===== src/rtl/flash_pkg.sv =====
// Shared types and constants for the flash read arbiter.
// Holds the arbiter state encoding, default flash address width and game image base.
// No logic; imported by the arbiter and its testbench.
package flash_pkg;

    localparam int FLASH_ADDR_W = 24;
    localparam logic [FLASH_ADDR_W-1:0] FLASH_GAME_BASE = 24'h400000;

    typedef enum logic [1:0] {
        ST_IDLE   = 2'd0,
        ST_XFER   = 2'd1,
        ST_SWITCH = 2'd2
    } flash_state_t;

endpackage


===== src/rtl/flash_arbiter.sv =====
// Two-requester round-robin arbiter in front of a single-byte flash read port.
// Latency: grant one cycle after request; ready pulses combinationally with mem_ready.
// Backpressure: requesters hold valid until their ready; one idle cycle per owner switch.
// Optional FLASH_ARB_STATS_EN adds 32-bit per-requester grant counters.
module flash_arbiter
    import flash_pkg::*;
#(
    parameter int ADDR_W    = FLASH_ADDR_W,
    parameter int MAX_BURST = 256
) (
    input  logic              clock,
    input  logic              reset,
    input  logic              r0_valid,
    input  logic [ADDR_W-1:0] r0_addr,
    output logic              r0_ready,
    input  logic              r1_valid,
    input  logic [ADDR_W-1:0] r1_addr,
    output logic              r1_ready,
    output logic [7:0]        rdata,
    output logic              mem_valid,
    output logic [ADDR_W-1:0] mem_addr,
    input  logic              mem_ready,
    input  logic [7:0]        mem_rdata,
    output logic              owner
`ifdef FLASH_ARB_STATS_EN
    ,
    output logic [31:0]       grants0,
    output logic [31:0]       grants1
`endif
);

    localparam logic [15:0] LP_MAX_BURST = 16'(MAX_BURST);

    flash_state_t r_state;
    flash_state_t w_state_nxt;
    logic         r_owner;
    logic         w_owner_nxt;
    logic [15:0]  r_burst;
    logic [15:0]  w_burst_nxt;
    logic [15:0]  w_burst_inc;
    logic         w_own_vld;
    logic         w_oth_vld;
    logic         w_done;

    // The flash request is a pure function of registered state; only the address follows the live input.
    assign mem_valid = (r_state == ST_XFER);
    assign mem_addr  = r_owner ? r1_addr : r0_addr;
    assign rdata     = mem_rdata;
    assign owner     = r_owner;

    assign w_own_vld   = r_owner ? r1_valid : r0_valid;
    assign w_oth_vld   = r_owner ? r0_valid : r1_valid;
    assign w_done      = (r_state == ST_XFER) && mem_ready;
    assign w_burst_inc = (r_burst >= LP_MAX_BURST) ? LP_MAX_BURST : r_burst + 16'd1;

    // A completed byte is handed only to the owner, and only if it is still asking (dropped requests lose the byte).
    assign r0_ready = w_done && !r_owner && r0_valid && !reset;
    assign r1_ready = w_done &&  r_owner && r1_valid && !reset;

    // Next-state, owner and burst-count decisions.
    always_comb begin
        w_state_nxt = r_state;
        w_owner_nxt = r_owner;
        w_burst_nxt = r_burst;
        case (r_state)
            ST_IDLE: begin
                w_burst_nxt = '0;
                if (r0_valid && r1_valid) begin
                    // Tie goes to whoever did not hold the port last.
                    w_owner_nxt = ~r_owner;
                    w_state_nxt = ST_XFER;
                end else if (r0_valid) begin
                    w_owner_nxt = 1'b0;
                    w_state_nxt = ST_XFER;
                end else if (r1_valid) begin
                    w_owner_nxt = 1'b1;
                    w_state_nxt = ST_XFER;
                end
            end
            ST_XFER: begin
                if (mem_ready) begin
                    w_burst_nxt = w_burst_inc;
                    // Burst limit only matters when someone else is waiting.
                    if (w_oth_vld && (w_burst_inc == LP_MAX_BURST)) begin
                        w_state_nxt = ST_SWITCH;
                    end else if (w_own_vld) begin
                        w_state_nxt = ST_XFER;
                    end else if (w_oth_vld) begin
                        w_state_nxt = ST_SWITCH;
                    end else begin
                        w_state_nxt = ST_IDLE;
                        w_burst_nxt = '0;
                    end
                end
            end
            ST_SWITCH: begin
                w_owner_nxt = ~r_owner;
                w_burst_nxt = '0;
                // The incoming owner is the "other" side relative to the current r_owner.
                w_state_nxt = w_oth_vld ? ST_XFER : ST_IDLE;
            end
            default: begin
                w_state_nxt = ST_IDLE;
                w_burst_nxt = '0;
            end
        endcase
    end

    // State, owner and burst registers; owner resets to 1 so requester 0 wins the first tie.
    always_ff @(posedge clock) begin
        if (reset) begin
            r_state <= ST_IDLE;
            r_owner <= 1'b1;
            r_burst <= '0;
        end else begin
            r_state <= w_state_nxt;
            r_owner <= w_owner_nxt;
            r_burst <= w_burst_nxt;
        end
    end

`ifdef FLASH_ARB_STATS_EN
    logic [31:0] r_grants0;
    logic [31:0] r_grants1;

    // Wrapping per-requester counts of delivered bytes.
    always_ff @(posedge clock) begin
        if (reset) begin
            r_grants0 <= '0;
            r_grants1 <= '0;
        end else begin
            if (r0_ready) r_grants0 <= r_grants0 + 32'd1;
            if (r1_ready) r_grants1 <= r_grants1 + 32'd1;
        end
    end

    assign grants0 = r_grants0;
    assign grants1 = r_grants1;
`endif

endmodule


===== config.mk =====
export PLATFORM = sky130hd
export DESIGN_NAME = flash_arbiter
export DESIGN_NICKNAME = d
export VERILOG_FILES = /design/src/rtl/flash_pkg.sv /design/src/rtl/flash_arbiter.sv
export SDC_FILE = /design/constraint.sdc
export NUM_CORES = 1
export LEC_CHECK = 0
export ABC_AREA = 1
export CORE_ASPECT_RATIO = 1.5
export CORE_MARGIN = 2
export CORE_UTILIZATION = 31
export CTS_CLUSTER_SIZE = 12
export DETAILED_ROUTE_END_ITERATION = 16
export GPL_TIMING_DRIVEN = 0
export HOLD_SLACK_MARGIN = 0.06
export PLACE_DENSITY = 0.73
export RECOVER_POWER = 25
export SLEW_MARGIN = 20
export SYNTH_ARGS = -nofsm -noshare
export SYNTH_HDL_FRONTEND = slang
export SYNTH_SLANG_ARGS = --single-unit

===== constraint.sdc =====
create_clock -name clock -period 1.2 [get_ports clock]
set_input_delay 0.18 -clock clock [delete_from_list [all_inputs] [get_ports clock]]
set_output_delay 0.18 -clock clock [all_outputs]
set_load 0.05 [all_outputs]

# --- Word-level counts from Yosys, hierarchy flattened ---
# Index checks and enable logic that the tools add are counted.
word_totals:
  reg_bits: 19
  in_bits: 61
  output_inout_bits: 36
  wordCells: 48
classes:
  add_sub_neg: 1
  n_lt_le_gt_ge: 1
  n_eq_ne: 5
  muxes: 20
  bitwise: 2
  n_reduce_logical: 16
op_table:
  columns: ["cell", "count"]
  rows:
  - ["$mux 16", 4]
  - ["$mux 24", 1]
  - ["$add 16x1->16 const B", 1]
  - ["$eq 16x9->1 const B", 1]
  - ["$ge 16x9->1 const B", 1]
  - ["$mux 2", 7]
  - ["$logic_and 1x1->1", 9]
  - ["$mux 1", 6]
  - ["$pmux 2 s3", 1]
  - ["$ne 4x4->1 const B", 1]
  - ["$reduce_and 2->1", 2]
  - ["$eq 2x1->1 const B", 1]
  - ["$eq 2x2->1 const B", 1]
  - ["$logic_not 1->1", 2]
  - ["$logic_not 2->1", 1]
  - ["$ne 2x1->1 const B", 1]
  - ["$not 1->1", 2]
  - ["$pmux 1 s2", 1]
  - ["$reduce_bool 2->1", 1]
  - ["$reduce_or 2->1", 1]

# --- Logic depth before layout (Yosys ltp) ---
# Gate-level depths: netlist of the first run.
depth:
  word_depth: 7
  ltp_mapped: 12
  depth_no_buf: 12

# --- Least setup slack after synthesis of the first run ---
# OpenSTA, ideal clock, no wires.
synth_path:
  path_type: "flip-flop to output port"
  startpoint: "reg r_state[0]"
  endpoint: "out r0_ready"
  t_arrival_ns: 2.252
  t_required_ns: 1.020
  setup_slack_ns: -1.232
  path_stages_with_launch: 7
  n_path_buf: 0
  cell_sequence: "dfxtp_1 > inv_1 > nor2_1 > nand2_1 > inv_2 > nand2_1 > nor2_1"
synth_between:
  elab_chain_cells: 5
synth_lines:
  columns: ["element", "line", "source"]
  rows:
  - ["start: declaration", "flash_arbiter.sv:34", "flash_state_t r_state;"]
  - ["start signal: assignment", "flash_arbiter.sv:116", "r_state <= w_state_nxt;"]
  - ["$eq 2x1->1", null, null]
  - ["via mem_valid", "flash_arbiter.sv:20", "output logic mem_valid,"]
  - ["$logic_and 1x1->1", "flash_arbiter.sv:53", "assign w_done = (r_state == ST_XFER) && mem_ready;"]
  - ["$logic_and 1x1->1 (3 in series)", "flash_arbiter.sv:57", "assign r0_ready = w_done && !r_owner && r0_valid && !reset;"]
  - ["end: declaration", "flash_arbiter.sv:15", "output logic r0_ready,"]
# The timed path passes the listed nets, and every way through them passes these cells.

# --- Worst setup path in the final report of the first run ---
layout_path:
  startpoint: "reg r_burst[1]"
  endpoint: "reg r_state[0]"
layout_between:
  elab_chain_cells: 7
  word_cells_on_any_way: 8
  classes_between: "1 x add/sub; 1 x order compare; 1 x eq/ne; 4 x mux; 1 x reduce/logical"
layout_lines:
  columns: ["element", "line", "source"]
  rows:
  - ["start: declaration", "flash_arbiter.sv:38", "logic [15:0] r_burst;"]
  - ["start signal: assignment", "flash_arbiter.sv:118", "r_burst <= w_burst_nxt;"]
  - ["$add 16x1->16 / $ge 16x9->1 (equally long branches)", "flash_arbiter.sv:54", "assign w_burst_inc = (r_burst >= LP_MAX_BURST) ? LP_MAX_BURST : r_burst + 16'd1;"]
  - ["$mux 16 *", "flash_arbiter.sv:54", null]
  - ["$eq 16x9->1 *", "flash_arbiter.sv:84", "if (w_oth_vld && (w_burst_inc == LP_MAX_BURST)) begin"]
  - ["$logic_and 1x1->1 *", "flash_arbiter.sv:84", null]
  - ["$mux 2 *", "flash_arbiter.sv:84", null]
  - ["$mux 2 *", "flash_arbiter.sv:81", "if (mem_ready) begin"]
  - ["$pmux 2 s3 *", "flash_arbiter.sv:65", "case (r_state)"]
# Mark *: on every way between the ends. The rest lies on a longest branch, timed or not. The select of a mux whose other input is x is not followed.
# A chain may end at the register's enable or synchronous reset.

==> results.sh, run 1 <==
export IMPL_status="finished with violations"
export IMPL_violations="setup timing"
export IMPL_grt_pass1_vias=1728
export IMPL_num_vias=1877
export IMPL_arrival_ns=1.61
export IMPL_rr_endpoint="r_state[0]"
export IMPL_detail_route_vias_per_cell=4.801
export IMPL_fillers=298
export IMPL_synth_cell_types=25
export IMPL_synth_area_mux_share=0
export IMPL_hold_start="r0_valid"
export IMPL_timing_critical_path_buf_inv=1
export IMPL_synthesis_nets=297
export IMPL_cp_common_cell="nand2_1"
export IMPL_synth_top_family_by_area="simple AND/OR/NAND/NOR gates"
export IMPL_placed_area_mm2=0.002552
export IMPL_final_hold_violation_count=0
export IMPL_period_minus_slack_ns=1.471
export IMPL_rsz0062_at_grt="true"
export IMPL_synth_xor_area_frac=0
export IMPL_drive_gt1_frac=0.4696
export IMPL_synth_top_cell_area_share=0.3126
export IMPL_htreeDepth=1
export IMPL_dp_hpwl_mm=3.814
export IMPL_clkSlewWorstSetupHoldPaths_ns=0.07
export IMPL_synth_compound_area_share=0.09209
export IMPL_timing_rr_start="r_burst[1]"
export IMPL_antenna_found_initial=0
export IMPL_cts_sinks=19
export IMPL_netlist_instances=234
export IMPL_cts_tree="built"
export IMPL_gp_congestion=0.7938
export IMPL_place_inst=368
export IMPL_syn_avg_cell_area_um2=5.748
export IMPL_yosysSeqAreaShare=0.2828
export IMPL_critical_path_class="flip-flop to flip-flop"
export IMPL_worst_slack_ns=-0.2714
export IMPL_clockBufferDepth=2
export IMPL_core_area_mm2=0.004209
export IMPL_worst_pin_slew_ns=0.5197
export IMPL_fin_setup_tns_ns=-6.220
export IMPL_synthSimpleGateAreaFrac=0.4809
export IMPL_yosysWarnings=0
export IMPL_numCtsBuffers=3
export IMPL_cp_cell_sequence="ha_4, nand2_4, nor2_4, nand3_2, nand2_4, nand2_1, inv_2, nand3_2, nand2_1, nand2_1, nand2_1, nand2_1"
export IMPL_ff2ff_path_depth=12
export IMPL_ys_ff_latch=19
export IMPL_hp_class="primary input to flip-flop"
export IMPL_synthFlopType="dfxtp_1"
export IMPL_die_area_mm2=0.004893
export IMPL_final_cells=391
export IMPL_die_h_um=84.68
export IMPL_insertion_delay_ns=0.26
export IMPL_leakage_nw=1.447
export IMPL_cts_root_buf="clkbuf_8"
export IMPL_track_usage=0.2077
export IMPL_finClkSkew_ns=0.002905
export IMPL_drtIter0Drc=46
export IMPL_initial_core_util=0.3196
export IMPL_synth_fa_ha_area_frac=0.01860
export IMPL_async_flop_share=0
export IMPL_setup_violations=37
export IMPL_cp_start_kind="flip-flop"
export IMPL_ir_drop_mv=0.8553
export IMPL_powerDensity_mw_per_mm2=934.7
export IMPL_stdcell_area_mm2=0.003171
export IMPL_wl_per_cell_um=14.83
export IMPL_slowest_stage="dfxtp_4"
export IMPL_syn_area_mm2=0.001345
export IMPL_rows=29
export IMPL_grt_pass1_wl_mm=8.079
export IMPL_crit_fanout=3
export IMPL_max_cap_violations=0
export IMPL_min_to="owner"
export IMPL_die_w_um=57.78
export IMPL_end_kind="flip-flop"
export IMPL_yosysTopAreaCell="nand2_1"
export IMPL_grt_overflow=0
export IMPL_drt_pass1_iter_count=4
export IMPL_crit_required_ns=1.34
export IMPL_drcViolationCount=0
export IMPL_final_max_slew_viol_count=0
export IMPL_worst_r2r_setup_slack_ns=-0.27
export IMPL_fmax_mhz=679.6
export IMPL_synth_enable_flop_cells=0
export IMPL_relSlewSlack=0.6549
export IMPL_synthTopCellsByCount="nand2_1, nor2_1, dfxtp_1"
export IMPL_min_period_over_period=1.226
export IMPL_wirelength_mm=5.798
export IMPL_drtAntennaViolNets=0
export IMPL_max_stage_delay_ns=0.38
export IMPL_port_buffers=88
export IMPL_cpLargestDelayFamily="simple AND/OR/NAND/NOR gates"
export IMPL_synth_area_leaders="nand2_1, dfxtp_1, nor2_1, buf_4, a21oi_1"
export IMPL_whs_path_depth=4
export IMPL_p_total_mw=2.964
export IMPL_grt_max_degree=12
export IMPL_area_delta_synth_final_pct=135.7
export IMPL_n_antenna_cell=0
export IMPL_nets=409
export IMPL_yosysMostFrequentCell="nand2_1"
export IMPL_io_pins=97
## layout make-up
type / instances / area (µm²) / share of cell area
Multi-Input combinational cell: 182 / 1219 / 0.3844
Timing Repair Buffer: 106 / 1165 / 0.3674
Sequential cell: 19 / 405.4 / 0.1279
Buffer: 16 / 187.7 / 0.05919
Inverter: 17 / 81.33 / 0.02565
Tap cell: 46 / 57.56 / 0.01815
Clock buffer: 3 / 41.29 / 0.01302
Timing Repair inverter: 1 / 8.758 / 0.002762
Clock inverter: 1 / 5.005 / 0.001579
## cells in the final DEF, fill, tap and decap left out, drive strengths merged
master           n
a211oi           1
a21oi           12
buf             55
clkbuf           9
clkdlybuf4s50   51
clkinv           3
dfxtp           19
dlygate4sd2      9
dlymetal6s2s     1
ha               2
inv             16
nand2          114
nand3           13
nand4            2
nor2            29
o211ai           2
o21ai            6
o21bai           1
## what timing repair did
item                       in CTS  in global routing
resized for setup             252                 62
cloned                          3                  1
hold endpoints to repair        0                  0
setup endpoints to repair      45                 40
hold buffers                    0                  0
pin swaps                       4                  5
buffers inserted                8                  9
## per-layer routing
metal,vias to the layer above,track usage,wire length (µm)
met5,-,0,0
met4,0,0.06765,98
met3,9,0.05393,451
met2,79,0.3791,3058
met1,844,0.2255,2190
li1,945,-,-
## registers in the layout, indices dropped and copies added (netlist names)
| signal | flops |
|---|---|
| r_burst | 16 |
| owner | 1 |
| r_state | 2 |
## worst max-delay path by stage
stage               cells past startpoint            to  slack, ns  startpoint
floorplan                               6      r0_ready      -0.28  r_state[0]
detailed placement                      7      r0_ready      -0.93       reset
global route                           12    r_state[0]      -0.36  r_burst[1]
global placement                        7      r0_ready      -0.93       reset
finish                                 12    r_state[0]      -0.27  r_burst[1]
CTS                                     6  mem_addr[10]      -0.23       owner
## power breakdown
part / switching (mW) / leakage [nW] / internal, mW / total, mW
combinational: 1.05 / 1.26 / 0.815 / 1.86
clock: 0.217 / 0.0255 / 0.231 / 0.448
sequential: 0.0131 / 0.160 / 0.641 / 0.654
## per-stage QoR
step,util,hold WS (ns),setup WS (ns)
floorplan,-,0.2787,-0.2835
global placement,0.6064,0.4314,-0.9323
detailed placement,0.6064,0.4347,-0.9263
CTS,0.6911,0.4465,-0.2326
global route,0.7533,0.4674,-0.3571
finish,0.7533,0.4007,-0.2714
## worst reg2reg max path, stage by stage, from the launching register on
cell and delay (ns):
dfxtp_4 0.38, ha_4 0.15, nand2_4 0.07, nor2_4 0.12, nand3_2 0.12, nand2_4 0.08
nand2_1 0.06, inv_2 0.06, nand3_2 0.07, nand2_1 0.08, nand2_1 0.05, nand2_1 0.07
nand2_1 0.07
## logic make-up after synthesis
logic type / Yosys count
compound gates: 22
fa+ha+maj: 2
buf+inv: 33
flops: 19
simple gates: 158
(Power assumes the default switching activity.)
==> run 2: changes to the inputs <==
GPL_ROUTABILITY_DRIVEN = 1   (was unset)
==> results of run 2 <==
Same layout as run 1: the final DEF is identical, and so are final timing and power.
